File: config.mk
export PLATFORM = sky130hd
export DESIGN_NAME = vote_tally
export DESIGN_NICKNAME = d
export VERILOG_FILES = /design/src/rtl/vote_pkg.sv /design/src/rtl/button_debounce.sv /design/src/rtl/vote_tally.sv
export SDC_FILE = /design/constraint.sdc
export NUM_CORES = 1
export LEC_CHECK = 0
export BUFFER_PORTS_ARGS = -buffer_cell sky130_fd_sc_hd__buf_2
export CAP_MARGIN = 20
export CORE_UTILIZATION = 40
export CTS_BUF_LIST = sky130_fd_sc_hd__clkbuf_16
export DETAILED_ROUTE_END_ITERATION = 8
export PLACE_DENSITY_LB_ADDON = 0.12
export SYNTH_ARGS = -nofsm -noshare
export SYNTH_HDL_FRONTEND = slang
export SYNTH_SLANG_ARGS = --single-unit
File: constraint.sdc
create_clock -name clock -period 5 [get_ports clock]
set_input_delay 0 -clock clock [delete_from_list [all_inputs] [get_ports clock]]
set_output_delay 0 -clock clock [all_outputs]
set_load 0.01 [all_outputs]
File: src/rtl/vote_pkg.sv
// Shared constants for the voting-machine front end: candidate count,
// FSM state encoding and tally limits.
package vote_pkg;

  localparam int unsigned NUM_CANDIDATES          = 4;
  localparam int unsigned DEFAULT_DEBOUNCE_CYCLES = 10;
  localparam int unsigned DEFAULT_COUNT_W         = 8;
  localparam int unsigned SYNC_STAGES             = 2;

  localparam logic [1:0] ST_IDLE    = 2'd0;
  localparam logic [1:0] ST_VOTED   = 2'd1;
  localparam logic [1:0] ST_BLOCKED = 2'd2;

  function automatic int unsigned count_max(input int unsigned w);
    return (1 << w) - 1;
  endfunction

  localparam int unsigned COUNT_MAX = count_max(DEFAULT_COUNT_W);

endpackage

File: src/rtl/button_debounce.sv
// Two-flop synchroniser followed by a debounce counter. The level follows
// the synchronised input only after DEBOUNCE_CYCLES consecutive differing cycles.
module button_debounce #(
  parameter int unsigned DEBOUNCE_CYCLES = 10
) (
  input  logic clock,
  input  logic reset,
  input  logic raw,
  output logic sync,
  output logic level
);

  localparam int unsigned CW = $clog2(DEBOUNCE_CYCLES + 1);

  logic          meta;
  logic [CW-1:0] count;

  always_ff @(posedge clock or negedge reset) begin
    if (!reset) begin
      meta  <= 1'b0;
      sync  <= 1'b0;
      level <= 1'b0;
      count <= '0;
    end else begin
      meta <= raw;
      sync <= meta;
      if (sync == level) begin
        count <= '0;
      end else if (count == CW'(DEBOUNCE_CYCLES - 1)) begin
        level <= sync;
        count <= '0;
      end else begin
        count <= count + 1'b1;
      end
    end
  end

endmodule

File: src/rtl/vote_tally.sv
// Voting front end: debounces four candidate buttons, accepts one vote per
// single isolated press in voting mode, and keeps saturating per-candidate tallies.
module vote_tally
  import vote_pkg::*;
#(
  parameter int unsigned DEBOUNCE_CYCLES = DEFAULT_DEBOUNCE_CYCLES,
  parameter int unsigned COUNT_W         = DEFAULT_COUNT_W
) (
  input  logic               clock,
  input  logic               reset,
  input  logic               mode,
  input  logic               button1_raw,
  input  logic               button2_raw,
  input  logic               button3_raw,
  input  logic               button4_raw,
  output logic [COUNT_W-1:0] candidate1_vote,
  output logic [COUNT_W-1:0] candidate2_vote,
  output logic [COUNT_W-1:0] candidate3_vote,
  output logic [COUNT_W-1:0] candidate4_vote,
  output logic               valid_vote_casted,
  output logic               candidate1_button_pressed_level,
  output logic               candidate2_button_pressed_level,
  output logic               candidate3_button_pressed_level,
  output logic               candidate4_button_pressed_level
);

  localparam logic [COUNT_W-1:0] TALLY_MAX = COUNT_W'(count_max(COUNT_W));

  logic [NUM_CANDIDATES-1:0] raw, sync, level;
  logic [COUNT_W-1:0]        tally [NUM_CANDIDATES];
  logic [2:0]                hits;
  logic [1:0]                idx;
  logic [1:0]                state;
  logic [1:0]                fill;
  logic                      armed;

  assign raw = {button4_raw, button3_raw, button2_raw, button1_raw};

  for (genvar i = 0; i < NUM_CANDIDATES; i++) begin : g_btn
    button_debounce #(.DEBOUNCE_CYCLES(DEBOUNCE_CYCLES)) u_debounce (
      .clock (clock),
      .reset (reset),
      .raw   (raw[i]),
      .sync  (sync[i]),
      .level (level[i])
    );
  end

  assign candidate1_button_pressed_level = level[0];
  assign candidate2_button_pressed_level = level[1];
  assign candidate3_button_pressed_level = level[2];
  assign candidate4_button_pressed_level = level[3];

  assign candidate1_vote = tally[0];
  assign candidate2_vote = tally[1];
  assign candidate3_vote = tally[2];
  assign candidate4_vote = tally[3];

  always_comb begin
    hits = '0;
    idx  = '0;
    for (int unsigned i = 0; i < NUM_CANDIDATES; i++) begin
      if (level[i]) begin
        hits = hits + 3'd1;
        idx  = 2'(i);
      end
    end
  end

  // A button already held through reset would otherwise look like a fresh
  // press; votes stay disarmed until every synchronised input is seen low
  // once the synchroniser pipeline has refilled.
  always_ff @(posedge clock or negedge reset) begin
    if (!reset) begin
      state             <= ST_IDLE;
      valid_vote_casted <= 1'b0;
      fill              <= '0;
      armed             <= 1'b0;
      for (int unsigned i = 0; i < NUM_CANDIDATES; i++) tally[i] <= '0;
    end else begin
      valid_vote_casted <= 1'b0;
      if (fill != 2'(SYNC_STAGES)) fill <= fill + 2'd1;
      if (fill == 2'(SYNC_STAGES) && sync == '0) armed <= 1'b1;
      case (state)
        ST_IDLE: begin
          if (hits == 3'd1 && !mode && armed) begin
            if (tally[idx] != TALLY_MAX) tally[idx] <= tally[idx] + 1'b1;
            valid_vote_casted <= 1'b1;
            state             <= ST_VOTED;
          end else if (hits != 3'd0) begin
            state <= ST_BLOCKED;
          end
        end
        ST_VOTED, ST_BLOCKED: begin
          if (level == '0) state <= ST_IDLE;
        end
        default: state <= ST_IDLE;
      endcase
    end
  end

endmodule

== Word level (Yosys, flattened, before mapping) ==
Cells that the tools add are included.

* Memories: 0
* RAM bits: 0
* Bits in registers: 66
* Bits in latches: 0
* ROM bits: 0

* Muxes and demuxes: 27
* Divide/modulo/power cells: 0
* Add/sub/neg operators: 9
* Shift operators: 0
* Order comparisons: 2
* Bitwise operators: 5
* Reductions and logical operators: 16
* Equality and inequality tests: 16
* Multiply operators: 0

{| class="wikitable"
|+ Operators with widths
! cell !! number
|-
| $bwmux W32 || 1
|-
| $mux W4 || 8
|-
| $mux W8 || 3
|-
| $add A4 B1 Y4 const B || 4
|-
| $bmux W8 S2 || 1
|-
| $demux W8 S2 || 1
|-
| $eq A4 B4 Y1 const B || 4
|-
| $mux W2 || 5
|-
| $reduce_and A2 Y1 || 5
|-
| $add A3 B1 Y3 const B || 3
|-
| $mux W3 || 3
|-
| $add A8 B1 Y8 const B || 1
|-
| $logic_not A4 Y1 || 2
|-
| $ne A8 B8 Y1 const B || 1
|-
| $eq A1 B1 Y1 || 4
|-
| $eq A2 B2 Y1 const B || 2
|-
| $logic_and A1 B1 Y1 || 4
|-
| $mux W1 || 4
|-
| $ne A2 B2 Y1 const B || 2
|-
| $not A1 Y1 || 4
|-
| $pmux W2 S2 || 1
|-
| $eq A3 B1 Y1 const B || 1
|-
| $ge A3 B3 Y1 const B || 1
|-
| $lt A3 B1 Y1 const B || 1
|-
| 9 further kinds || 9
|}

== Depth between registers and ports, before layout ==
Gate-level depths: netlist of the first run.

* Depth after elaboration: 12
* Gate-level depth with buffers: 15

== Hierarchy ==
A second synthesis of the first run with hierarchy kept.

* Cell total of the unflattened synthesis: 267
* Area total of the unflattened synthesis: 3340.7 um^2

{| class="wikitable"
|+ Modules (own cells, without submodules)
! module !! cells each !! area each (um^2) !! times used
|-
| vote_tally || 183 || 2184.6 || 1
|-
| button_debounce || 21 || 289.0 || 4
|}

== Worst setup path before layout of the first run ==
Ideal clock, no wire load.

* Kind: reg-to-reg
* Start: reg g_btn[3].u_debounce.level
* End: reg tally, in the netlist candidate2_vote[0]
* Path buffers: 3
* Required time: 4.875 ns
* Cell stages (with the launch flop): 12
* Slack: 1.830 ns
* Setup time: 0.125 ns
* Arrival time: 3.045 ns
* Path through: dfrtp_1 -> clkbuf_1 -> clkbuf_1 -> a222oi_1 -> ha_1 -> inv_1 -> a2111oi_0 -> nand4_2 -> a21oi_4 -> and4b_1 -> buf_6 -> mux2_4

* Cells in the longest elaborated chain, start to end: 7

{| class="wikitable"
|+ RTL lines
! what !! line !! RTL
|-
| start: declaration || button_debounce.sv:10 || <nowiki>output logic level</nowiki>
|-
| start signal: assignment || button_debounce.sv:30 || <nowiki>level <= sync;</nowiki>
|-
| $mux W2 || vote_tally.sv:63 || <nowiki>if (level[i]) begin</nowiki>
|-
| $not A2 Y3 (not written as such) || vote_tally.sv:87 || <nowiki>if (tally[idx] != TALLY_MAX) tally[idx] <= tally[idx] + 1'b1;</nowiki>
|-
| $bmux W8 S2 (tied with other cells) || vote_tally.sv:87 ||
|-
| $mux W8 (not written as such) / $logic_and A1 B1 Y1 (equally long branches) || vote_tally.sv:87 ||
|-
| $mux W8 (not written as such) || vote_tally.sv:87 ||
|-
| $add A8 B1 Y8 (tied with other cells) || vote_tally.sv:87 ||
|-
| $bwmux W32 / $reduce_and A3 Y1 (equally long branches) || n/a ||
|-
| end: declaration || vote_tally.sv:30 || <nowiki>logic [COUNT_W-1:0] tally [NUM_CANDIDATES];</nowiki>
|}

Several ways; a longest one is shown, not always the timed one. The select of a mux whose other input is x is not followed.
A chain may end at the register's enable or synchronous reset.

== Worst setup path in the final report of the first run ==
Ends and elaborated chain as after synthesis.

==> results_dict.tcl, run 1 <==
set metrics [dict create \
    outcome "complete, no violations" \
    fmax_mhz 252 \
    wl_met2_mm 2.83 \
    finish.utilization 0.496 \
    portBuffers 43 \
    fin_worst_skew_ns 0.00882 \
    setup_tns_ns 0 \
    rsz0062_at_grt "no" \
    yosysWarnings 0 \
    hold_viol 0 \
    nets 340 \
    syn_area_per_cell_um2 12.3 \
    grtUsageTotal 0.171 \
    ant_nets 0 \
    cts.reportedPaths.clkPinSlew_ns 0.06 \
    drt-pass1-iter-count 4 \
    clock_sinks 66 \
    max-vdd-ir-drop_mv 0.183 \
    routed_via_density 5.00 \
    synth_top_area_frac 0.509 \
    tightest_slew_ns 0.826 \
    total_power_mw 1.48 \
    cts_tree "built" \
    regArea_um2 1650 \
    drv.max_cap_violation_count 0 \
    die_w_um 92.1 \
    relSlewSlack 0.450 \
    crit_type "flip-flop to flip-flop" \
    syn_to_final_growth_pct 19.3 \
    place_area_um2 3550 \
    ys_seq_elements 66 \
    h-tree-depth 3 \
    fin_ws_ns 1.04 \
    synthCells 265 \
    final.min_clock_period_ns 3.96 \
    yosys_most_used_dff "dfrtp_1" \
    synth.most_common_cell "dfrtp_1" \
    cp.arrival_ns 4.17 \
    pre_cts_ws_ns 1.01 \
    design.core.area_um2 7810 \
    vias 2123 \
    drt_wl_total_mm 6.46 \
    cts-root-buf "clkbuf_16" \
    grt_max_degree 67 \
    ioPinCount 44 \
    yosysTopAreaCell "dfrtp_1" \
    multiInputGateArea_um2 1470 \
    leakage_nw 1.92 \
    clkLatencyLatePin_ns 0.33 \
    cts_buffers 9 \
    stdcell_area_um2 3870 \
    grt_remaining_overflow 0 \
    ys_async_sr_fraction 1.00 \
    crit_fanout 23 \
    wl_met1_mm 3.35 \
    yosys-top-cells-area "dfrtp_1 (51%), mux2_2 (10%), ha_1 (5.8%), mux2_4 (3.2%), xnor2_1 (3.0%)" \
    place_hpwl_mm 4.38 \
    num_rows 32 \
    wl_per_cell_um 15.2 \
    final-max-slew-violation-count 0 \
    synth_nets 287 \
    place_congestion 0.771 \
    crit_path_start_kind "flip-flop" \
    n_fill_cell 721 \
    synth.distinct_cells 44 \
    post-route-drc-count 0 \
    grt_first_pass_wirelength_mm 10.9 \
    grt_pass1_vias 2085 \
    ys_seq_area_frac 0.509 \
    die-area_um2 8480 \
    synth_edf_count 0 \
    drtIter0Drc 111 \
    finalCritPeriodShare 0.793 \
    cts_resized 0 \
    initial_utilization 0.416 \
    antenna_found_initial 0 \
    wl_met3_um 200 \
    min_path_type "primary input to flip-flop" \
    die_h_um 92.1 \
    drive_gt1_frac 0.322 \
    end_kind "flip-flop" \
    cts_buffer_depth 2 \
    required_ns 5.21 \
    highest_layer "met4" \
    setup_viol 0 \
    power_density_nw_per_um2 381 \
    syn_area_um2 3250 \
    antennaDiodeCount 0 \
    synth_common_cells "dfrtp_1 (66), mux2_2 (30), inv_1 (22)" \
]
power by group:
| group | switching (mW) | internal [mW] | leakage, nW | total, mW |
|---|---|---|---|---|
| logic | 0.161 | 0.125 | 0.922 | 0.285 |
| clock network | 0.231 | 0.332 | 0.119 | 0.563 |
| registers | 0.0464 | 0.582 | 0.880 | 0.628 |
| total | 0.438 | 1.04 | 1.92 | 1.48 |
metrics by stage:
step                      std cells  hold WS [ns]
after floorplan                 265        -0.296
after global placement          404         0.108
after detailed placement        404         0.109
after CTS                       425       0.00216
after global routing            425        0.0111
final                           425        0.0186
flip-flops by register name, summed over array words and instances, names as in the netlist:
signal / cells
g_btn.u_debounce.level: 4
armed: 1
candidate3_vote: 8
candidate2_vote: 8
g_btn.u_debounce.sync: 4
candidate4_vote: 8
state: 2
candidate1_vote: 8
g_btn.u_debounce.meta: 4
valid_vote_casted: 1
fill: 2
g_btn.u_debounce.count: 16
logic make-up (layout without fill, tap and decap cells):
logic type / count (synthesis) / count (layout) / synth area share
compound gates: 24 / 24 / 0.0578
xor+xnor: 22 / 22 / 0.0617
fa+ha+maj: 15 / 15 / 0.0578
buf+inv: 29 / 87 / 0.0397
flops: 66 / 66 / 0.509
mux: 43 / 43 / 0.155
simple gates: 66 / 66 / 0.119
final timing paths:
kind	start	endpoint	slack, ns	depth (start not counted)
worst max-delay path	g_btn[3].u_debounce.level$_DFFE_PN0P_	candidate2_vote[0]$_DFFE_PN0P_	1.04	9
worst min-delay path	mode	valid_vote_casted$_DFF_PN0_	0.02	3
worst max register to register	g_btn[3].u_debounce.level$_DFFE_PN0P_	candidate2_vote[0]$_DFFE_PN0P_	1.04	9
worst min register to register	g_btn[2].u_debounce.meta$_DFF_PN0_	g_btn[2].u_debounce.sync$_DFF_PN0_	0.34	0
max in group asynchronous	reset	candidate3_vote[7]$_DFFE_PN0P_	4.07	3
min in group asynchronous	reset	g_btn[2].u_debounce.count[1]$_DFF_PN0_	0.39	3
cell type report:
class | instances | share of cell area
timing repair buffer | 49 | 0.0704
clock inverter | 7 | 0.0120
clock buffer | 9 | 0.0582
sequential | 66 | 0.426
inverter | 22 | 0.0213
tap | 102 | 0.0330
multi-input combinational | 170 | 0.379
placed cells by master (no fill, tap or decap), types with 6 or more instances in the layout:
| master | n |
|---|---|
| ha_1 | 15 |
| nand2_1 | 13 |
| mux2i_1 | 6 |
| dfrtp_1 | 66 |
| xor2_1 | 10 |
| clkbuf_16 | 9 |
| xnor2_1 | 11 |
| nor2_1 | 19 |
| nand3_1 | 9 |
| mux2_2 | 30 |
| mux2_4 | 7 |
| buf_2 | 43 |
| inv_1 | 22 |
layer usage:
layer,up-vias,GRT usage
li1,1027,-
met1,1057,0.250
met2,34,0.235
met3,5,0.0390
met4,0,0.0859
met5,-,0
worst max-delay path: stages (launching register included):
cell and delay, ns:
dfrtp_1 0.86, nor2_1 0.35, a222oi_1 0.54, ha_1 0.26, inv_1 0.07, a2111oi_0 0.41
nand4_2 0.26, a21oi_4 0.27, and4b_1 0.44, mux2_4 0.37
what timing repair did:
item / CTS / global route
hold buffers: 5 / 0
setup endpoints to repair: 0 / 0
setup buffers: 0 / 0
endpoints found under the hold margin: 70 / 0
(Power assumes the default switching activity.)
==> run 2, diff against run 1 <==
--- a/config.mk
+++ b/config.mk
@@ -5,6 +5,7 @@
 export SDC_FILE = /design/constraint.sdc
 export NUM_CORES = 1
 export LEC_CHECK = 0
+export ABC_AREA = 1
 export BUFFER_PORTS_ARGS = -buffer_cell sky130_fd_sc_hd__buf_2
 export CAP_MARGIN = 20
 export CORE_UTILIZATION = 40
==> constraint.sdc (replaced) <==
create_clock -name clock -period 3.34 [get_ports clock]
set_input_delay 0 -clock clock [delete_from_list [all_inputs] [get_ports clock]]
set_output_delay 0 -clock clock [all_outputs]
set_load 0.01 [all_outputs]
==> run 2 against run 1 <==
Synthesized cell count increased by 56%. Non-clock buffer count rose by 2. Worst hold slack better by 0.11 ns. Setup slack lost 0.35 ns. Sequential share of layout area down 2.4 points. Fmax is 50% higher. Largest power group unchanged.
==> results_dict.tcl, run 2 <==
set metrics [dict create \
    grt_first_pass_wirelength_mm 12.8 \
    crit_path_start_kind "flip-flop" \
    tightest_slew_ns 0.618 \
    initial_utilization 0.417 \
    place_area_um2 3780 \
    h-tree-depth 3 \
    drt-pass1-iter-count 4 \
    antennaDiodeCount 0 \
    finalCritPeriodShare 0.794 \
    routed_via_density 4.87 \
    relSlewSlack 0.588 \
    syn_area_um2 3460 \
    post-route-drc-count 0 \
    ant_nets 0 \
    crit_type "flip-flop to flip-flop" \
    die_w_um 95.1 \
    drive_gt1_frac 0.180 \
    final-max-slew-violation-count 0 \
    grt_max_degree 40 \
    wl_met1_mm 3.98 \
    grt_pass1_vias 2626 \
    most-common-layout-cells "nand2_1 (144), dfrtp_1 (66), buf_2 (43)" \
    wl_met3_um 287 \
    largest_register_ff_count 16 \
    yosysWarnings 0 \
    cts.reportedPaths.clkPinSlew_ns 0.05 \
    finalNonFillerCells 576 \
    fin_ws_ns 0.689 \
    yosys-top-cells-area "dfrtp_1 (48%), nand2_1 (16%), ha_1 (5.4%), nand3_1 (4.2%), inv_1 (3.7%)" \
    rr_worst_depth 14 \
    setup_viol 0 \
    cts_buffer_depth 2 \
    nets 489 \
    yosys_most_used_dff "dfrtp_1" \
    n_fill_cell 827 \
    synth_common_cells "nand2_1 (144), dfrtp_1 (66), inv_1 (34)" \
    cts_setup_buffers 0 \
    fin_worst_skew_ns 0.00535 \
    hold_viol 0 \
    synth_nets 435 \
    num_rows 33 \
    synth_edf_count 0 \
    synth.distinct_cells 30 \
    highest_layer "met4" \
    min_path_type "primary input to flip-flop" \
    synthCells 413 \
    yosysTopAreaCell "dfrtp_1" \
    clkLatencyLatePin_ns 0.33 \
    drt_wl_total_mm 7.90 \
    wl_met2_mm 3.44 \
    cts-root-buf "clkbuf_16" \
    syn_to_final_growth_pct 18.6 \
    hold_start "mode" \
    reg2reg_from "g_btn[2].u_debounce.level$_DFFE_PN0P_" \
    cpPeakStageDelay_ns 0.61 \
    cp.arrival_ns 2.87 \
    final_common_cell "nand2_1" \
    die-area_um2 9040 \
    rsz0062_at_grt "no" \
    placed_cells 556 \
    synth.most_common_cell "nand2_1" \
    ys_seq_elements 66 \
    die_h_um 95.1 \
    portBuffers 43 \
    design.core.area_um2 8300 \
    vias 2805 \
    ys_async_sr_fraction 1.00 \
    reg2reg_to "candidate4_vote[7]$_DFFE_PN0P_" \
    drtIter0Drc 109 \
    wl_per_cell_um 13.7 \
    path_cells "inv_2, nand2_1, nand3_1, nand2_1, inv_1, nor2_1, ha_1, nand3_1, nor2_2, nand3_4, nand2_4, nor2_4, nand2_1, nand2_1" \
    setup_tns_ns 0 \
    hold_buffers 5 \
    power_density_nw_per_um2 563 \
    holdPathStages 5 \
    crit_family "simple AND/OR/NAND/NOR gates" \
    ys_seq_area_frac 0.477 \
    ioPinCount 44 \
    leakage_nw 2.21 \
    synth_top_area_frac 0.477 \
    fmax_mhz 377 \
    max-vdd-ir-drop_mv 0.272 \
    cts_tree "built" \
    stdcell_area_um2 4110 \
    total_power_mw 2.31 \
    pre_cts_ws_ns 0.710 \
    antenna_found_initial 0 \
    path_common_cell "nand2_1" \
    outcome "complete, no violations" \
    rrSetupSlack_ns 0.69 \
    clock_sinks 66 \
    grtUsageTotal 0.190 \
    crit_fanout 17 \
    final.min_clock_period_ns 2.65 \
    cts_resized 0 \
    min_to "valid_vote_casted$_DFF_PN0_" \
    drv.max_cap_violation_count 0 \
    grt_remaining_overflow 0 \
    crit_slowest_cell "dfrtp_1" \
    syn_area_per_cell_um2 8.39 \
    top_register "g_btn.u_debounce.count" \
    end_kind "flip-flop" \
    place_hpwl_mm 5.62 \
    crit_buf_inv 2 \
    cts_buffers 9 \
    place_congestion 0.829 \
    required_ns 3.56 \
]
## run 2: final cells by class
cell class                      instances  area [µm²]  area share
Clock inverter                          6        51.3      0.0125
Timing Repair Buffer                   51         288      0.0701
Tap cell                              105         131      0.0320
Inverter                               42         158      0.0384
Clock buffer                            9         225      0.0548
Multi-Input combinational cell        297        1600       0.390
Sequential cell                        66        1650       0.402
## run 2: layer usage
| layer | up-vias | track usage |
|---|---|---|
| li1 | 1422 | - |
| met4 | 0 | 0.0859 |
| met5 | - | 0 |
| met1 | 1306 | 0.266 |
| met3 | 17 | 0.0303 |
| met2 | 60 | 0.288 |
## run 2: logic make-up (layout without fill, tap and decap cells)
family	after synthesis	after routing	share of synthesized area
xor+xnor	12	12	0.0303
flops	66	66	0.477
simple gates	249	249	0.345
buf+inv	50	108	0.0607
fa+ha+maj	15	15	0.0542
compound gates	21	21	0.0329
## run 2: worst max path at each step
| stage | startpoint | endpoint | slack [ns] | depth (start not counted) |
|---|---|---|---|---|
| after global placement | g_btn[2].u_debounce.level$_DFFE_PN0P_ | candidate4_vote[7]$_DFFE_PN0P_ | 0.75 | 14 |
| after floorplan | g_btn[1].u_debounce.level$_DFFE_PN0P_ | candidate1_vote[3]$_DFFE_PN0P_ | 1.0 | 17 |
| final | g_btn[2].u_debounce.level$_DFFE_PN0P_ | candidate4_vote[7]$_DFFE_PN0P_ | 0.69 | 14 |
| after global routing | g_btn[2].u_debounce.level$_DFFE_PN0P_ | candidate1_vote[6]$_DFFE_PN0P_ | 0.43 | 14 |
| after CTS | g_btn[2].u_debounce.level$_DFFE_PN0P_ | candidate4_vote[7]$_DFFE_PN0P_ | 0.70 | 14 |
| after detailed placement | g_btn[2].u_debounce.level$_DFFE_PN0P_ | candidate4_vote[7]$_DFFE_PN0P_ | 0.71 | 14 |
## run 2: through the flow
step | hold slack, ns | util
floorplan | -0.296 | -
detailed placement | 0.0583 | 0.456
global placement | 0.0597 | 0.456
finish | 0.127 | 0.495
CTS | 0.127 | 0.495
global route | 0.158 | 0.495
## run 2: where the power goes
group / switching [mW] / total, mW / internal (mW) / leakage [nW]
logic: 0.340 / 0.508 / 0.169 / 1.19
registers: 0.0476 / 0.909 / 0.862 / 0.879
clock network: 0.331 / 0.893 / 0.562 / 0.145
## run 2: tightest hold or removal path: cells and delay by family
family / cells / cell delay [ns]
buffers and inverters: 1 / 0.07
and+or+nand+nor: 4 / 0.33
